<file path="src/rtl/usb_xfer_ctrl.sv">
// usb_xfer_ctrl
// Device-side USB transaction sequencer sitting above the token/packet layer.
// Decodes OUT/SETUP/IN tokens addressed to this device, runs the data and
// handshake phases, keeps per-endpoint DATA0/DATA1 toggles and decides which
// handshake (ACK/NAK/STALL) to request from the packet layer.
//
// Ports:
//   clk, rst                 clock, synchronous active-high reset
//   dev_addr                 assigned device address
//   rx_*_token, rx_addr,
//   rx_endpoint              token strobes and their address/endpoint
//   rx_ack                   host ACK strobe
//   rx_data_type/_end/_error received data PID, end strobe and CRC error
//   ep_out_ready, ep_in_ready, ep_stall   per-endpoint buffer status
//   tx_ack/tx_nack/tx_stall  handshake request pulses
//   out_ep, out_active       endpoint receiving OUT/SETUP data, phase flag
//   out_commit/out_discard   keep / drop the received packet
//   setup_seen               valid SETUP packet committed
//   in_ep, in_start, in_toggle  IN data source select, start pulse, PID
//   in_done                  IN data packet fully transmitted
//   in_acked/in_timeout      IN packet acknowledged / abandoned
//   All outputs are registered: a strobe at cycle T is answered at T+1.

module usb_xfer_ctrl #(
    parameter int NUM_EP     = 4,
    parameter int HS_TIMEOUT = 800
) (
    input  logic              clk,
    input  logic              rst,
    input  logic [6:0]        dev_addr,
    input  logic              rx_in_token,
    input  logic              rx_out_token,
    input  logic              rx_setup_token,
    input  logic [6:0]        rx_addr,
    input  logic [3:0]        rx_endpoint,
    input  logic              rx_ack,
    input  logic [1:0]        rx_data_type,
    input  logic              rx_data_end,
    input  logic              rx_data_error,
    input  logic [NUM_EP-1:0] ep_out_ready,
    input  logic [NUM_EP-1:0] ep_in_ready,
    input  logic [NUM_EP-1:0] ep_stall,
    output logic              tx_ack,
    output logic              tx_nack,
    output logic              tx_stall,
    output logic [3:0]        out_ep,
    output logic              out_active,
    output logic              out_commit,
    output logic              out_discard,
    output logic              setup_seen,
    output logic [3:0]        in_ep,
    output logic              in_start,
    output logic              in_toggle,
    input  logic              in_done,
    output logic              in_acked,
    output logic              in_timeout
);

    localparam int CW = $clog2(HS_TIMEOUT + 1);
    localparam logic [CW-1:0] TO_LAST = CW'(HS_TIMEOUT - 1);

    typedef enum logic [2:0] {
        IDLE,
        OUT_DATA,
        SETUP_DATA,
        IN_DATA,
        IN_WAIT_ACK
    } state_t;

    state_t        state, state_nx;
    logic [CW-1:0] cnt, cnt_nx;
    logic [15:0]   out_tog, out_tog_nx, in_tog, in_tog_nx;
    logic [3:0]    out_ep_nx, in_ep_nx;
    logic          in_toggle_nx, out_active_nx;
    logic          tx_ack_nx, tx_nack_nx, tx_stall_nx;
    logic          out_commit_nx, out_discard_nx, setup_seen_nx;
    logic          in_start_nx, in_acked_nx, in_timeout_nx;

    // Endpoint status widened to 16 bits so a 4-bit endpoint number can
    // index it directly for any NUM_EP.
    logic [15:0] out_rdy_w, in_rdy_w, stall_w;
    assign out_rdy_w = 16'(ep_out_ready);
    assign in_rdy_w  = 16'(ep_in_ready);
    assign stall_w   = 16'(ep_stall);

    logic token_any, token_hit, timed_out;
    assign token_any = rx_in_token | rx_out_token | rx_setup_token;
    assign token_hit = token_any && (rx_addr == dev_addr) &&
                       (32'(rx_endpoint) < NUM_EP);
    // Last waiting cycle: the counter holds the number of cycles already
    // spent in the state, so HS_TIMEOUT cycles have elapsed at TO_LAST.
    assign timed_out = (cnt == TO_LAST);

    // Next-state, toggle and response decode. Any token arriving during a
    // data or ACK wait aborts the transaction exactly like a timeout, and
    // that token is dropped rather than started.
    always_comb begin
        state_nx       = state;
        cnt_nx         = '0;
        out_tog_nx     = out_tog;
        in_tog_nx      = in_tog;
        out_ep_nx      = out_ep;
        in_ep_nx       = in_ep;
        in_toggle_nx   = in_toggle;
        tx_ack_nx      = 1'b0;
        tx_nack_nx     = 1'b0;
        tx_stall_nx    = 1'b0;
        out_commit_nx  = 1'b0;
        out_discard_nx = 1'b0;
        setup_seen_nx  = 1'b0;
        in_start_nx    = 1'b0;
        in_acked_nx    = 1'b0;
        in_timeout_nx  = 1'b0;

        case (state)
            IDLE: begin
                if (token_hit) begin
                    if (rx_setup_token) begin
                        out_ep_nx = rx_endpoint;
                        state_nx  = SETUP_DATA;
                    end else if (rx_out_token) begin
                        out_ep_nx = rx_endpoint;
                        state_nx  = OUT_DATA;
                    end else if (stall_w[rx_endpoint]) begin
                        tx_stall_nx = 1'b1;
                    end else if (!in_rdy_w[rx_endpoint]) begin
                        tx_nack_nx = 1'b1;
                    end else begin
                        in_ep_nx     = rx_endpoint;
                        in_toggle_nx = in_tog[rx_endpoint];
                        in_start_nx  = 1'b1;
                        state_nx     = IN_DATA;
                    end
                end
            end

            OUT_DATA: begin
                if (token_any || timed_out) begin
                    out_discard_nx = 1'b1;
                    state_nx       = IDLE;
                end else if (rx_data_end) begin
                    state_nx = IDLE;
                    if (rx_data_error) begin
                        out_discard_nx = 1'b1;
                    end else if (stall_w[out_ep]) begin
                        tx_stall_nx    = 1'b1;
                        out_discard_nx = 1'b1;
                    end else if (!out_rdy_w[out_ep]) begin
                        tx_nack_nx     = 1'b1;
                        out_discard_nx = 1'b1;
                    end else if (rx_data_type != {out_tog[out_ep], 1'b0}) begin
                        // Host missed our previous ACK and resent: ACK again
                        // but keep only the first copy.
                        tx_ack_nx      = 1'b1;
                        out_discard_nx = 1'b1;
                    end else begin
                        tx_ack_nx           = 1'b1;
                        out_commit_nx       = 1'b1;
                        out_tog_nx[out_ep]  = ~out_tog[out_ep];
                    end
                end else begin
                    cnt_nx = cnt + CW'(1);
                end
            end

            SETUP_DATA: begin
                if (token_any || timed_out) begin
                    out_discard_nx = 1'b1;
                    state_nx       = IDLE;
                end else if (rx_data_end) begin
                    state_nx = IDLE;
                    if (rx_data_error || (rx_data_type != 2'b00)) begin
                        out_discard_nx = 1'b1;
                    end else begin
                        // SETUP always resynchronises both directions so the
                        // following data/status stage starts with DATA1.
                        tx_ack_nx          = 1'b1;
                        out_commit_nx      = 1'b1;
                        setup_seen_nx      = 1'b1;
                        out_tog_nx[out_ep] = 1'b1;
                        in_tog_nx[out_ep]  = 1'b1;
                    end
                end else begin
                    cnt_nx = cnt + CW'(1);
                end
            end

            IN_DATA: begin
                if (in_done) begin
                    state_nx = IN_WAIT_ACK;
                end
            end

            IN_WAIT_ACK: begin
                if (token_any || timed_out) begin
                    in_timeout_nx = 1'b1;
                    state_nx      = IDLE;
                end else if (rx_ack) begin
                    in_acked_nx      = 1'b1;
                    in_tog_nx[in_ep] = ~in_tog[in_ep];
                    state_nx         = IDLE;
                end else begin
                    cnt_nx = cnt + CW'(1);
                end
            end

            default: state_nx = IDLE;
        endcase

        // Stays high through the response cycle that follows the data phase.
        out_active_nx = (state_nx == OUT_DATA) || (state_nx == SETUP_DATA) ||
                        (state == OUT_DATA) || (state == SETUP_DATA);
    end

    // State, toggles and all registered outputs.
    always_ff @(posedge clk) begin
        if (rst) begin
            state       <= IDLE;
            cnt         <= '0;
            out_tog     <= '0;
            in_tog      <= '0;
            out_ep      <= '0;
            in_ep       <= '0;
            in_toggle   <= 1'b0;
            out_active  <= 1'b0;
            tx_ack      <= 1'b0;
            tx_nack     <= 1'b0;
            tx_stall    <= 1'b0;
            out_commit  <= 1'b0;
            out_discard <= 1'b0;
            setup_seen  <= 1'b0;
            in_start    <= 1'b0;
            in_acked    <= 1'b0;
            in_timeout  <= 1'b0;
        end else begin
            state       <= state_nx;
            cnt         <= cnt_nx;
            out_tog     <= out_tog_nx;
            in_tog      <= in_tog_nx;
            out_ep      <= out_ep_nx;
            in_ep       <= in_ep_nx;
            in_toggle   <= in_toggle_nx;
            out_active  <= out_active_nx;
            tx_ack      <= tx_ack_nx;
            tx_nack     <= tx_nack_nx;
            tx_stall    <= tx_stall_nx;
            out_commit  <= out_commit_nx;
            out_discard <= out_discard_nx;
            setup_seen  <= setup_seen_nx;
            in_start    <= in_start_nx;
            in_acked    <= in_acked_nx;
            in_timeout  <= in_timeout_nx;
        end
    end

endmodule

</file>
<file path="config.mk">
export PLATFORM = sky130hd
export DESIGN_NAME = usb_xfer_ctrl
export DESIGN_NICKNAME = d
export VERILOG_FILES = /design/src/rtl/usb_xfer_ctrl.sv
export SDC_FILE = /design/constraint.sdc
export NUM_CORES = 1
export LEC_CHECK = 0
export BUFFER_PORTS_ARGS = -buffer_cell sky130_fd_sc_hd__buf_2
export CAP_MARGIN = 20
export CORE_ASPECT_RATIO = 1.2
export CORE_UTILIZATION = 57
export DETAILED_ROUTE_END_ITERATION = 8
export GPL_ROUTABILITY_DRIVEN = 0
export PLACE_DENSITY_LB_ADDON = 0.25
export SKIP_LAST_GASP = 1
export SLEW_MARGIN = 25
export SYNTH_ARGS = -nofsm -noshare
export SYNTH_HDL_FRONTEND = slang
export SYNTH_SLANG_ARGS = --single-unit
</file>
<file path="constraint.sdc">
create_clock -name clk -period 3.25 [get_ports clk]
set_input_delay 0.8125 -clock clk [delete_from_list [all_inputs] [get_ports clk]]
set_output_delay 0.8125 -clock clk [all_outputs]
set_load 0.01 [all_outputs]
</file>
==> run summary, run 1 <==
=================================================================================
Pwr dens                                                              349 mW/mm^2
Die extent in x                                                           65.3 um
Area of all sequential standard cells                                0.00104 mm^2
Class of the tightest hold or removal check                          register to register
Portion of synthesized cell area occupied by the leading cell type          38.0%
Via count of the first global-routing pass                                   2248
H-tree Lvls                                                                     2
Setup TNS after final layout                                                 0 ns
Post-DRT Antenna Nets                                                           0
#FFs+latches synth                                                             52
Clock tree from TritonCTS                                                    done
Highest net fanout along the worst path                                        15
Post-CTS Setup Inserts                                                          0
Share of synthesized area occupied by flip-flops and latches                38.0%
Hold path startpoint                                                 out_tog[2]$_SDFFE_PP0P_
Largest net degree at the start of global routing                              22
Port-buffer cells                                                              59
Number of nets in the layout                                                  392
Post-placement cell area                                             0.00303 mm^2
Number of instances in the synthesized netlist                                306
Global-route wire length before repair                                    10.4 mm
Length of routed met2 wiring                                              3.22 mm
# fillers                                                                     405
Number of buffers on the longest clock path                                     2
Startpoint type of the worst setup path                                  register
Floorplan row count                                                            27
Routed wl met3                                                             229 um
Remaining max-slew budget at the tightest pin                               45.6%
Sort of element at the end of the critical path                          register
Inserted Diodes                                                                 0
Clock skew after layout                                                0.00961 ns
Number of detailed-route iterations in the first pass                           4
Worst EP required                                                         3.44 ns
DR vias                                                                      2430
First DRT Iteration DRCs                                                      165
Depth of the most critical reg-to-reg path                                      6
Effective utilization at floorplan                                          59.6%
Syn nets                                                                      348
Die ar.                                                              0.00509 mm^2
Final routed DRC violation total                                                0
Setup repair after global routing missed its margin                         false
Critical-path cell list                                              mux2i_1, mux4_2, mux2_4, a41oi_4, nor3_2, mux2i_1
Cell at the root of the clock tree                                   sky130_fd_sc_hd__clkbuf_8
# setup viols final                                                             0
Area growth from synthesis to layout                                        13.9%
Synthesis warning total                                                         0
Maximum achievable frequency                                            0.390 GHz
Worst R2R Start                                                      out_ep[1]$_SDFFE_PP0P_
Total non-filler cell area in the finished layout                    0.00312 mm^2
Detail Placement HPWL                                                     4.75 mm
Ys flop type                                                         sky130_fd_sc_hd__dfxtp_1
Top cell by count, worst path                                        sky130_fd_sc_hd__mux2i_1
R2R setup slack                                                           0.69 ns
Maximum single-stage delay on the critical path                           0.80 ns
Largest area contributor in the netlist                              sky130_fd_sc_hd__dfxtp_1
Number of flops mapped to enable cells by yosys                                 0
Cell area after synthesis                                            0.00274 mm^2
Clock Latency Late Sink                                                   0.31 ns
Leak Pwr                                                                  1.15 nW
Data arrival at the endpoint of the critical path                         2.75 ns
Proportion of layout cells with a drive suffix above 1                      24.8%
Final critical delay including setup and external delays                  2.56 ns
Synth top area cells                                                 sky130_fd_sc_hd__dfxtp_1, sky130_fd_sc_hd__mux2i_1, sky130_fd_sc_hd__mux4_2
Global routing usage summed across all routing layers                       26.1%
Number of slew-limit violations in the final report                             0
Max Cap Viol                                                                    0
Worst vdd rail ir drop                                                   0.252 mV
Mean instance size in the synthesized netlist                           8.95 um^2
Clock-pin slew on the worst setup and hold paths                          0.10 ns
Share of the cycle needed by the critical path after routing                78.8%
Post-route met1 wirelength                                                2.85 mm
Slowest cell on crit path                                            sky130_fd_sc_hd__dfxtp_1
Gates resized, CTS repair                                                       0
Ports                                                                          60
Average wire length per cell after detail routing                         15.6 um
Total routed wirelength                                                   6.38 mm
Classification of the worst setup path                               register to register
Final Hold Violating Endpoints                                                  0
Result of the run                                                    complete, no violations
Overflow after GRT                                                              0
Die height                                                                78.0 um
Ys async rst share                                                             0%
Core Box Area                                                        0.00459 mm^2
Post-synthesis cell type count                                                 52
Number of antenna violations at the first check in global routing               0
Terminus of the critical flop-to-flop path                           out_tog[1]$_SDFFE_PP0P_
Number of CTS-inserted buffers                                                  5
Hold Path Cell Cnt                                                              2
Area of the multi-input gates                                        0.00156 mm^2
Least-Margin Pin Slew                                                    0.816 ns
Hold worst-path end                                                  out_tog[2]$_SDFFE_PP0P_
Via/cell ratio                                                               5.94
Top Metal Used                                                               met4
Clock sinks                                                                    52
Hold bufs inserted after CTS                                                    0
=================================================================================
## metrics by stage
step,instances,hold slack (ns),util (%),worst slack [ns],power (mW)
floorplan,306,0.426,-,0.906,0.689
global placement,401,0.441,65.9,0.563,0.727
detailed placement,401,0.448,65.9,0.566,0.728
CTS,409,0.464,67.9,0.699,1.09
global route,409,0.485,67.9,0.567,1.14
finish,409,0.464,67.9,0.688,1.09
## area by class of cell
cell class | count | area share, %
Sequential cell | 52 | 33.4
Tap cell | 58 | 2.33
Clock inverter | 3 | 0.762
Timing Repair Buffer | 64 | 10.7
Clock buffer | 5 | 2.21
Inverter | 6 | 0.722
Multi-Input combinational cell | 221 | 50.0
## power breakdown
part / switching [mW] / total, mW / internal (mW)
Combinational: 0.0424 / 0.0775 / 0.0351
Clock: 0.223 / 0.376 / 0.153
Sequential: 0.000283 / 0.637 / 0.637
## per-layer routing
layer / GRT usage, % / vias to the layer above
met5: 0 / -
met4: 7.61 / 0
met3: 3.97 / 8
met2: 43.7 / 73
met1: 34.1 / 1153
li1: - / 1196
## worst max-delay path by stage
stage	start	to	depth (start not counted)
after floorplan	rx_endpoint[0]	out_active$_SDFF_PP0_	6
after global placement	rx_endpoint[0]	out_active$_SDFF_PP0_	7
after detailed placement	rx_endpoint[0]	out_active$_SDFF_PP0_	7
after CTS	out_ep[1]$_SDFFE_PP0P_	out_tog[1]$_SDFFE_PP0P_	6
after global routing	out_ep[1]$_SDFFE_PP0P_	out_tog[3]$_SDFFE_PP0P_	6
final	out_ep[1]$_SDFFE_PP0P_	out_tog[1]$_SDFFE_PP0P_	6
## synthesized netlist by cell type (all sizes together) (4+ instances only)
cell type  number
mux4            7
nor3b           5
a31oi           4
mux2i          17
clkbuf         20
o2bb2ai        11
and2            4
inv             6
o21ai           9
buf             7
nor2b           6
nand2          27
nor4            6
a211oi          4
nor2           30
xor2           13
a21oi          11
nand3          14
nor3           12
dfxtp          52
nand4           5
## flip-flops by register name (all words and copies together), names as in the netlist, 3 cells and up
signal and flops:
in_tog 4, cnt 10, in_ep 4, out_tog 16, state 3, out_ep 4
## placed cells by master (no fill, tap or decap), types with 3 or more instances in the layout
master / n
sky130_fd_sc_hd__a31oi_1: 4
sky130_fd_sc_hd__nand2_1: 27
sky130_fd_sc_hd__a211oi_1: 4
sky130_fd_sc_hd__and2_1: 4
sky130_fd_sc_hd__clkbuf_8: 5
sky130_fd_sc_hd__nor4_1: 5
sky130_fd_sc_hd__nor2b_1: 6
sky130_fd_sc_hd__nand4_1: 5
sky130_fd_sc_hd__buf_4: 5
sky130_fd_sc_hd__nor3b_1: 5
sky130_fd_sc_hd__nor3_1: 10
sky130_fd_sc_hd__buf_2: 59
sky130_fd_sc_hd__o21ai_0: 7
sky130_fd_sc_hd__nand2b_1: 3
sky130_fd_sc_hd__xor2_1: 13
sky130_fd_sc_hd__a21oi_1: 11
sky130_fd_sc_hd__nor2_1: 30
sky130_fd_sc_hd__nand3_1: 13
sky130_fd_sc_hd__inv_1: 6
sky130_fd_sc_hd__dfxtp_1: 52
sky130_fd_sc_hd__o311ai_1: 3
sky130_fd_sc_hd__or3_1: 3
sky130_fd_sc_hd__mux2i_1: 16
sky130_fd_sc_hd__o2bb2ai_1: 11
sky130_fd_sc_hd__mux4_2: 7
## cells by family after synthesis
family,synth area share (%)
adders and majority gates,0.457
muxes,13.1
and+or+nand+nor,24.6
xor gates and xnor gates,4.79
buffers and inverters,5.11
DFF,38.0
AOI/OAI and AO/OA,14.0
## worst max-delay path: cells and delay by family, from the launching register on
family | cells | cell delay [ns]
and+or+nand+nor | 1 | 0.07
muxes | 4 | 1.18
DFF | 1 | 0.80
AOI/OAI and AO/OA | 1 | 0.37
Power figures use the tool's default switching activity.
==> run 2, diff against run 1 <==
ABC_AREA = 1   (was not set)
CORE_UTILIZATION = 52   (was 57)
clock period = 2.1 ns   (was 3.25 ns; I/O delays follow)
==> run 2 against run 1 <==
  * The run now ends with design-rule violations left
  * Cell area grew 62%
  * Synthesized area grew 54%
  * Worst hold slack lost 0.022 ns
  * Cell count grew 120%
  * Critical endpoint is now out_tog[2]$_SDFFE_PP0P_
  * Largest cell class unchanged
  * Highest routed layer unchanged
==> run summary, run 2 <==
=================================================================================
Cell area after synthesis                                            0.00423 mm^2   +54%
Setup TNS after final layout                                                 0 ns   unchanged
Classification of the worst setup path                               register to register
Setup WS pre-CTS                                                        -0.192 ns   -0.758 ns
Largest area contributor in the netlist                              sky130_fd_sc_hd__dfxtp_1
Via count of the first global-routing pass                                   4378   +95%
Overflow after GRT                                                              0   unchanged
Result of the run                                                    finished, violations left
Post-DRT Antenna Nets                                                           0   unchanged
Die extent in x                                                           84.3 um   +29%
Worst vdd rail ir drop                                                   0.384 mV   +53%
Die height                                                                 101 um   +29%
Violated checks                                                      design-rule violations
Hold path startpoint                                                      in_done
Remaining max-slew budget at the tightest pin                               66.2%   +21 points
Ys flop type                                                         sky130_fd_sc_hd__dfxtp_1
Average wire length per cell after detail routing                         13.3 um   -15%
Global-route wire length before repair                                    19.1 mm   +83%
Terminus of the critical flop-to-flop path                           out_tog[2]$_SDFFE_PP0P_
Hold Path Cell Cnt                                                              3   +1
Post-synthesis cell type count                                                 34   -35%
Dominant cell by count in the synthesized netlist                    sky130_fd_sc_hd__nand2_1
Number of slew-limit violations in the final report                             0   unchanged
Number of antenna violations at the first check in global routing               0   unchanged
Final Hold Violating Endpoints                                                  0   unchanged
Synthesis warning total                                                         0   unchanged
R2R setup slack                                                           0.19 ns   -0.50 ns
Data arrival at the endpoint of the critical path                         2.20 ns   -0.55 ns
Highest net fanout along the worst path                                         9   -6
Commonest non-fill, non-tap cells in the layout                      sky130_fd_sc_hd__nand2_1, sky130_fd_sc_hd__nor2_1, sky130_fd_sc_hd__inv_1, sky130_fd_sc_hd__dfxtp_1, sky130_fd_sc_hd__buf_2
Class of the tightest hold or removal check                          input port to register
Setup repair after global routing missed its margin                         false
Inserted Diodes                                                                 0   unchanged
Number of instances in the synthesized netlist                                719   +130%
H-tree Lvls                                                                     3   +1
Ys async rst share                                                             0%   unchanged
First DRT Iteration DRCs                                                      322   +95%
Clock Latency Late Sink                                                   0.35 ns   +0.04 ns
Total routed wirelength                                                   11.9 mm   +87%
Syn nets                                                                      761   +120%
Number of nets in the layout                                                  841   +110%
Depth of the most critical reg-to-reg path                                     14   +8
Via/cell ratio                                                               5.41   -9.0%
Final routed DRC violation total                                                4   +4
DR vias                                                                      4846   +99%
Clock tree from TritonCTS                                                    done
Effective utilization at floorplan                                          54.2%   -5.4 points
Core Box Area                                                        0.00779 mm^2   +70%
Post-placement cell area                                             0.00473 mm^2   +56%
Leak Pwr                                                                  2.50 nW   +120%
# setup viols final                                                             0   unchanged
Cell at the root of the clock tree                                   sky130_fd_sc_hd__clkbuf_8
Maximum achievable frequency                                            0.523 GHz   +34%
Floorplan row count                                                            35   +30%
Most instantiated cells after synthesis                              sky130_fd_sc_hd__nand2_1, sky130_fd_sc_hd__nor2_1, sky130_fd_sc_hd__inv_1, sky130_fd_sc_hd__dfxtp_1, sky130_fd_sc_hd__o21ai_0
Mean instance size in the synthesized netlist                           5.88 um^2   -34%
Total non-filler cell area in the finished layout                    0.00505 mm^2   +62%
Synth top area cells                                                 sky130_fd_sc_hd__dfxtp_1, sky130_fd_sc_hd__nand2_1, sky130_fd_sc_hd__nor2_1
Detail Placement HPWL                                                     8.82 mm   +86%
Final critical delay including setup and external delays                  1.91 ns   -0.650 ns
Area growth from synthesis to layout                                        19.6%
Number of CTS-inserted buffers                                                  9   +4
#FFs+latches synth                                                             64   +23%
Share of synthesized area occupied by flip-flops and latches                30.3%   -7.7 points
Number of flops mapped to enable cells by yosys                                 0   unchanged
Sort of element at the end of the critical path                          register
Port-buffer cells                                                              59   unchanged
Portion of synthesized cell area occupied by the leading cell type          30.3%   -7.7 points
Clock sinks                                                                    64   +23%
Commonest non-fill, non-tap cell in the layout                       sky130_fd_sc_hd__nand2_1
Proportion of layout cells with a drive suffix above 1                      17.0%   -7.7 points
Ports                                                                          60   unchanged
Share of the cycle needed by the critical path after routing                91.0%   +12 points
Post-layout worst setup margin                                           0.188 ns   -0.500 ns
Die ar.                                                              0.00849 mm^2   +67%
Number of buffers on the longest clock path                                     2   unchanged
Clock-pin slew on the worst setup and hold paths                          0.08 ns   -0.02 ns
Worst R2R Start                                                      out_ep[1]$_SDFFE_PP0P_
Worst EP required                                                         2.39 ns   -1.05 ns
Max Cap Viol                                                                    0   unchanged
Pwr dens                                                              543 mW/mm^2   +56%
Biggest regs                                                         in_tog x16, out_tog x16, cnt x10
Hold worst-path end                                                  state[2]$_SDFF_PP0_
Global routing usage summed across all routing layers                       28.2%   +2.1 points
Least-Margin Pin Slew                                                    0.503 ns   -0.312 ns
Clock skew after layout                                                0.00821 ns   -0.00140 ns
Startpoint type of the worst setup path                                  register
Number of detailed-route iterations in the first pass                           9   +5
Largest net degree at the start of global routing                              34   +55%
=================================================================================
[run 2: cell types whose count changed after synthesis, moves of 12 or more]
cell	delta
sky130_fd_sc_hd__nand2_1	+210
sky130_fd_sc_hd__nor2_1	+100
sky130_fd_sc_hd__mux2i_1	-16
sky130_fd_sc_hd__o21ai_0	+35
sky130_fd_sc_hd__a21oi_1	+17
sky130_fd_sc_hd__dfxtp_1	+12
sky130_fd_sc_hd__inv_1	+83
sky130_fd_sc_hd__nand3_1	+20
[run 2: final cells by class]
type | instances | area (um^2)
repair buffers | 89 | 546
multi-input cells | 539 | 2500
well taps | 92 | 115
clock inverters | 6 | 115
clock buffers | 10 | 138
fillers | 716 | 2740
inverters | 96 | 360
flip-flops and latches | 64 | 1280
[run 2: what timing repair did]
| action | in CTS | in global routing |
|---|---|---|
| resized for setup | 1 | 5 |
| hold buffers | 0 | 0 |
| setup buffers | 0 | 3 |
| endpoints found under the setup margin | 4 | 14 |
| gates cloned | 0 | 0 |
| pin swaps | 0 | 1 |
[run 2: metrics by stage]
stage          hold slack, ns  std cells  total power [mW]  utilization, %
2_1_floorplan           0.438        719              1.33               -
3_3_place_gp            0.453        877              1.40            60.7
3_5_place_dp            0.454        877              1.41            60.7
4_1_cts                 0.421        893              2.75            64.0
5_1_grt                 0.426        896              2.82            64.8
6_report                0.442        896              2.75            64.8
[run 2: metal layers]
metal,track usage [%],vias to the layer above,part of all wire [%],routed length [um]
li1,-,2410,-,-
met1,33.9,2208,43,5080
met2,48.8,189,48,5770
met3,4.67,39,6.2,737
met4,14.1,0,2.7,325
met5,0,-,0,0
[run 2: critical path: stages, from the launching register on]
cell and delay, ns:
sky130_fd_sc_hd__dfxtp_1 0.45, sky130_fd_sc_hd__inv_1 0.09, sky130_fd_sc_hd__nor2_1 0.19, sky130_fd_sc_hd__nand2_1 0.08, sky130_fd_sc_hd__nand2_1 0.06, sky130_fd_sc_hd__nor2_1 0.04, sky130_fd_sc_hd__nor2_1 0.15, sky130_fd_sc_hd__nand2_1 0.09
sky130_fd_sc_hd__nor2_1 0.10, sky130_fd_sc_hd__nand3_1 0.14, sky130_fd_sc_hd__nand2_2 0.18, sky130_fd_sc_hd__nand3_1 0.09, sky130_fd_sc_hd__nand2_1 0.08, sky130_fd_sc_hd__inv_1 0.04, sky130_fd_sc_hd__nor2_1 0.08
[run 2: worst max-delay path by stage]
stage	end	depth (start not counted)	from	slack [ns]
finish	out_tog[2]$_SDFFE_PP0P_	14	out_ep[1]$_SDFFE_PP0P_	0.19
global route	out_tog[3]$_SDFFE_PP0P_	14	out_ep[1]$_SDFFE_PP0P_	0.03
CTS	in_tog[12]$_SDFFE_PP0P_	10	cnt[0]$_SDFF_PP0_	0.05
detailed placement	in_tog[12]$_SDFFE_PP0P_	12	rx_setup_token	-0.19
global placement	in_tog[0]$_SDFFE_PP0P_	12	rx_setup_token	-0.06
floorplan	out_tog[10]$_SDFFE_PP0P_	10	rx_setup_token	0.19
[run 2: power breakdown]
group | switching [mW] | leakage, nW | internal [mW]
Clock | 0.536 | 0.123 | 0.827
Sequential | 0.000362 | 0.515 | 1.21
Combinational | 0.102 | 1.86 | 0.0675
[run 2: kinds of logic after synthesis]
| kind of cell | after synthesis | share of synthesized area, % |
|---|---|---|
| adder cells (fa/ha/maj) | 1 | 0.296 |
| AO/OA/AOI/OAI | 86 | 12.2 |
| XOR/XNOR | 9 | 1.87 |
| AND/OR/NAND/NOR | 443 | 44.3 |
| flip-flops | 64 | 30.3 |
| buffers and inverters | 116 | 11.0 |
